**src/rtl/fdc_meas_sequencer.sv**
```systemverilog
// fdc_meas_sequencer: settle/measure sequencer that counts synchronised sig_in_i rising edges per window
// and hands each count to the readout logic over a valid/ready interface.
// Build option FDC_SEQ_SAT_EN: counter saturates at all-ones and ovf_o flags saturation in the
// reported window; when undefined the counter wraps and ovf_o is tied low.
module fdc_meas_sequencer #(
   parameter int CNT_W      = 16,
   parameter int WIN_W      = 16,
   parameter int SETTLE_CYC = 4
) (
   input  logic             clk,
   input  logic             rst,
   input  logic             start_i,
   input  logic             stop_i,
   input  logic             cont_i,
   input  logic [WIN_W-1:0] win_len_i,
   input  logic             sig_in_i,
   input  logic             res_ready_i,
   output logic             fdc_en_o,
   output logic             busy_o,
   output logic [CNT_W-1:0] res_data_o,
   output logic             res_valid_o,
   output logic             lost_o,
   output logic             ovf_o
);
   localparam int SW    = $clog2(SETTLE_CYC + 1);
   localparam int TMR_W = (WIN_W > SW) ? WIN_W : SW;
   typedef enum logic [1:0] {IDLE, SETTLE, MEASURE} state_t;
   state_t           state_q, state_d;
   logic             s1_q, s2_q, prev_q, rise;
   logic [TMR_W-1:0] tmr_q, tmr_d, win_ld;
   logic [CNT_W-1:0] cnt_q, cnt_d, cnt_nx, res_data_q;
   logic             res_valid_q, lost_q, busy_q, fdc_en_q;
   logic             go, win_end, cap, clr;
   // two-flop synchroniser plus previous-value flop for rising-edge detection
   always_ff @(posedge clk or posedge rst)
      if (rst) begin
         s1_q   <= 1'b0;
         s2_q   <= 1'b0;
         prev_q <= 1'b0;
      end else begin
         s1_q   <= sig_in_i;
         s2_q   <= s1_q;
         prev_q <= s2_q;
      end
   assign rise = s2_q & ~prev_q;
`ifdef FDC_SEQ_SAT_EN
   logic sat_q, sat_nx, hit, ovf_q;
   assign hit    = (&cnt_q) & rise;
   assign cnt_nx = hit ? cnt_q : cnt_q + CNT_W'(rise);
   assign sat_nx = sat_q | hit;
   // per-window saturation flag, latched next to each captured result
   always_ff @(posedge clk or posedge rst)
      if (rst) begin
         sat_q <= 1'b0;
         ovf_q <= 1'b0;
      end else begin
         sat_q <= ~clr & sat_nx;
         if (cap) ovf_q <= sat_nx;
      end
   assign ovf_o = ovf_q;
`else
   assign cnt_nx = cnt_q + CNT_W'(rise);
   assign ovf_o  = 1'b0;
`endif
   // next-state, timer reload and counter clear; stop overrides every transition
   always_comb begin
      go      = (state_q == IDLE) & start_i & ~stop_i;
      win_end = (state_q == MEASURE) & (tmr_q == '0);
      cap     = win_end & ~stop_i;
      clr     = (state_q != MEASURE) | stop_i | win_end;
      win_ld  = (win_len_i == '0) ? '0 : TMR_W'(win_len_i) - TMR_W'(1);
      state_d = stop_i ? IDLE :
                (state_q == IDLE) ? (start_i ? SETTLE : IDLE) :
                (state_q == SETTLE) ? ((tmr_q == '0) ? MEASURE : SETTLE) :
                (win_end & ~cont_i) ? IDLE : MEASURE;
      tmr_d   = go ? TMR_W'(SETTLE_CYC - 1) :
                (stop_i | (state_q == IDLE)) ? '0 :
                (tmr_q == '0) ? win_ld : tmr_q - TMR_W'(1);
      cnt_d   = clr ? '0 : cnt_nx;
   end
   // FSM state, registered status outputs and result handshake
   always_ff @(posedge clk or posedge rst)
      if (rst) begin
         state_q     <= IDLE;
         tmr_q       <= '0;
         cnt_q       <= '0;
         busy_q      <= 1'b0;
         fdc_en_q    <= 1'b0;
         res_data_q  <= '0;
         res_valid_q <= 1'b0;
         lost_q      <= 1'b0;
      end else begin
         state_q     <= state_d;
         tmr_q       <= tmr_d;
         cnt_q       <= cnt_d;
         busy_q      <= state_d != IDLE;
         fdc_en_q    <= state_d != IDLE;
         if (cap) res_data_q <= cnt_nx;
         res_valid_q <= cap | (res_valid_q & ~res_ready_i);
         lost_q      <= ~go & (lost_q | (cap & res_valid_q & ~res_ready_i));
      end
   assign fdc_en_o    = fdc_en_q;
   assign busy_o      = busy_q;
   assign res_data_o  = res_data_q;
   assign res_valid_o = res_valid_q;
   assign lost_o      = lost_q;
endmodule
```
**config.mk**
```make
export PLATFORM = sky130hd
export DESIGN_NAME = fdc_meas_sequencer
export DESIGN_NICKNAME = d
export VERILOG_FILES = /design/src/rtl/fdc_meas_sequencer.sv
export SDC_FILE = /design/constraint.sdc
export NUM_CORES = 1
export LEC_CHECK = 0
export BUFFER_PORTS_ARGS = -buffer_cell sky130_fd_sc_hd__clkbuf_2
export CAP_MARGIN = 20
export CORE_MARGIN = 5
export CORE_UTILIZATION = 59
export CTS_BUF_LIST = sky130_fd_sc_hd__clkbuf_2
export CTS_CLUSTER_SIZE = 10
export DETAILED_ROUTE_END_ITERATION = 6
export GPL_TIMING_DRIVEN = 0
export HOLD_SLACK_MARGIN = 0.05
export PLACE_DENSITY = 0.92
export REMOVE_ABC_BUFFERS = 1
export SLEW_MARGIN = 20
export SYNTH_ARGS = -nofsm -noshare
export SYNTH_HDL_FRONTEND = slang
export SYNTH_SLANG_ARGS = --single-unit
export TNS_END_PERCENT = 5
```
**constraint.sdc**
```tcl
create_clock -name clk -period 2.3 [get_ports clk]
set_input_delay 0.115 -clock clk [delete_from_list [all_inputs] [get_ports clk]]
set_output_delay 0.115 -clock clk [all_outputs]
set_load 0.02 [all_outputs]
```
==> impl_metrics.csv <==
group,metric,value,unit
floorplanning,core,0.004817,mm^2
synth,synthCells,301,
final_layout,drive_gt1_frac,0.2022,
sta,fin_crit_sh,0.9257,
worst_setup_path,path_class,"reg -> reg",
floorplanning,start_util,0.6174,
worst_setup_path,crit_buf_inv,0,
clocking,cts.sinks,56,
clocking,cts_tree,"built",
worst_setup_path,crit_arrival,2500,ps
synth,ys.flop_type,"dfrtp_1",
worst_setup_path,max_stage_delay,840,ps
synth,ys_top_cells_by_area,"dfrtp_1 47%, xor2_1 5.3%, nor2_1 4.4%, xnor2_1 4.1%, nand2_1 3.9%",
routing,wire_per_inst,15.39,um
placement,placed_area,0.003216,mm^2
worst_setup_path,critPathSlowestCell,"nor3b_1",
run,drv_cap,0,
placement,dp_hpwl,4471,um
clocking,cts.path.max_buffers,2,
worst_setup_path,required,2670,ps
global_routing,grt_pass1_wl,11160,um
synth,yosysWarnings,0,
outcome,status,"finished clean",
worst_setup_path,endpoint_kind,"flip-flop",
worst_setup_path,worstPathCellList,"nor3b_1 > nand2_8 > mux2_1",
hold_path,holdPathStages,4,
worst_setup_path,r2r_cells,3,
placement,globalplace.congestion,0.8844,
routing,dr.pass1.iters,4,
sta,tns,0,ps
synth,synth_cell_type_count,57,
sta,tightest_slew,984.1,ps
global_routing,grt_max_degree,38,
sta,setup_violations,0,
global_routing,first_global_vias,2486,
sta,finalMaxSlewViolations,0,
final_layout,area_delta_synth_final,15.90,%
routing,vias_per_cell,5.688,
placement,port_buffers,42,
final_layout,regArea,0.001401,mm^2
hold_path,hold_class,"in -> reg",
worst_setup_path,worstPathMaxFanout,32,
power,ir_drop,0.0006681,V
sta,maxSlewHeadroom,0.3425,
routing,drt_iter0_drc,107,
final_layout,nFillCells,364,
worst_setup_path,reg2reg_slack,170,ps
synth,async_flop_share,1.000,
clocking,cts-root-buf,"clkbuf_2",
floorplanning,ios,44,
floorplanning,die_width,81,um
worst_setup_path,cp.depth,3,
floorplanning,rows,25,
clocking,cts_setup_buffers,0,
floorplanning,dieArea,0.006561,mm^2
final_layout,multi_input_comb_area,0.001490,mm^2
power,seq_power_share,0.341,
final_layout,layout_common_cells,"56 x dfrtp_1, 47 x clkbuf_2, 35 x nor2_1",
final_layout,layout.nets,383,
global_routing,grt_usage,0.2214,
power,netSwitchingFraction,0.4661,
synth,yosysSeqAreaShare,0.4712,
power,internal_power,0.002073,W
synth,avgSynthCellArea,9.881,um^2
synth,synth-seq-cells,56,
routing,vias,2406,
power,powerDensity,1127,mW/mm^2
synth,synth_top_cell_by_area,"dfrtp_1",
clocking,clk_pin_slew,270,ps
global_routing,overflow,0,
floorplanning,die_height,81,um
power,pwr-share-comb,0.564,
final_layout,layout_commonest_cell,"dfrtp_1",
routing,drc,0,
worst_setup_path,crit_family,"simple AND/OR/NAND/NOR gates",
clocking,numCtsBuffers,5,
worst_setup_path,startpoint_type,"flip-flop",
global_routing,antenna_found_initial,0,
clocking,htree_levels,2,
synth,synth_top_cell_area_share,0.4712,
power,p_sw,0.001810,W
power,p_leak,1.523,nW
power,pwr-share-clk,0.095,
final_layout,diodes,0,
final_layout,post-route-cell-area,0.003447,mm^2
routing,ant_nets,0,
sta,fmax,469.7,MHz
synth,syn-cell-area,0.002974,mm^2
sta,hold_viol,0,
sta,period_needed,2129,ps
clocking,clock_latency,450,ps
routing,routed_wl,6511,um
synth,synth_edf_count,0,
sta,skew,18.13,ps
[tightest hold or removal path, delay by kind of cell]
| family | cells | cell delay, ps |
|---|---|---|
| AOI/OAI and AO/OA | 1 | 80 |
| xor gates and xnor gates | 1 | 90 |
| buffers and inverters | 1 | 140 |
| and+or+nand+nor | 1 | 120 |
[layer usage]
metal	wire length (um)	up-vias	global-route usage
li1	-	1169	-
met4	136	0	0.08953
met1	2568	1156	0.2486
met3	293	15	0.03659
met2	3513	66	0.4130
met5	0	-	0
[worst paths after layout]
check | to | start
worst max-delay path | res_data_o[0]$_DFFE_PP0N_ | state_q[0]$_DFF_PP0_
worst min-delay path | tmr_q[5]$_DFF_PP0_ | win_len_i[5]
worst max register to register | res_data_o[0]$_DFFE_PP0N_ | state_q[0]$_DFF_PP0_
worst min register to register | s2_q$_DFF_PP0_ | s1_q$_DFF_PP0_
max in group asynchronous | tmr_q[9]$_DFF_PP0_ | rst
min in group asynchronous | res_data_o[14]$_DFFE_PP0N_ | rst
[flip-flops by register name, indices dropped and copies added, names as in the netlist]
name / flops
prev_q: 1
cnt_q: 16
state_q: 2
tmr_q: 16
busy_o: 1
res_data_o: 16
s1_q: 1
lost_o: 1
res_valid_o: 1
s2_q: 1
[power by group through the flow]
stage | Combinational (W) | Sequential (W) | Clock (W)
final | 0.00219 | 0.00132 | 0.000368
after global routing | 0.00239 | 0.00135 | 0.000417
after CTS | 0.00208 | 0.00131 | 0.000365
after detailed placement | 0.00202 | 0.00133 | 0
after global placement | 0.00195 | 0.00132 | 0
after floorplan | 0.00155 | 0.00132 | 0
[repair_timing]
| action | CTS | global route |
|---|---|---|
| hold endpoints to repair | 71 | 1 |
| pin swaps | 0 | 0 |
| setup endpoints to repair | 16 | 41 |
| hold buffers | 16 | 1 |
| gates resized for setup | 2 | 4 |
[layout make-up]
cell class,instances,area share
well taps,67,0.02432
clock buffers,5,0.007260
inverters,9,0.009800
flip-flops and latches,56,0.4065
multi-input cells,224,0.4323
clock inverters,2,0.003630
repair buffers,60,0.1162
[metrics by stage]
stage	power [W]	std cells	setup slack [ps]	util	hold WS, ps
finish	0.003883	423	171.0	0.7156	105.8
floorplan	0.002875	289	283.9	-	146.4
global placement	0.003270	398	-69.63	0.6634	225.1
detailed placement	0.003356	399	-72.13	0.6675	119.7
global route	0.004158	423	-0.09814	0.7156	65.48
CTS	0.003764	422	37.25	0.7101	59.48
[synthesized netlist by cell type (all sizes together) (3+ instances only)]
master and instances:
a21oi 5, nor2 37, xnor2 14, o21ai 19, a22oi 4, or4 5, and3 3, o22ai 3
and4 4, nand3 10, a211oi 3, xor2 18, buf 10, ha 4, nand3b 4, nor4 9
nand2b 3, nand2 34, dfrtp 56, and2 3, nor3 12, inv 9
[logic make-up after synthesis]
| family | Yosys count | synth area share |
|---|---|---|
| XOR/XNOR | 32 | 0.09424 |
| buffers and inverters | 21 | 0.03576 |
| other | 1 | 0.001261 |
| adder cells (fa/ha/maj) | 4 | 0.01683 |
| AO/OA/AOI/OAI | 46 | 0.1052 |
| multiplexers | 4 | 0.01430 |
| flip-flops | 56 | 0.4712 |
| AND/OR/NAND/NOR | 137 | 0.2613 |
(Power assumes the default switching activity.)
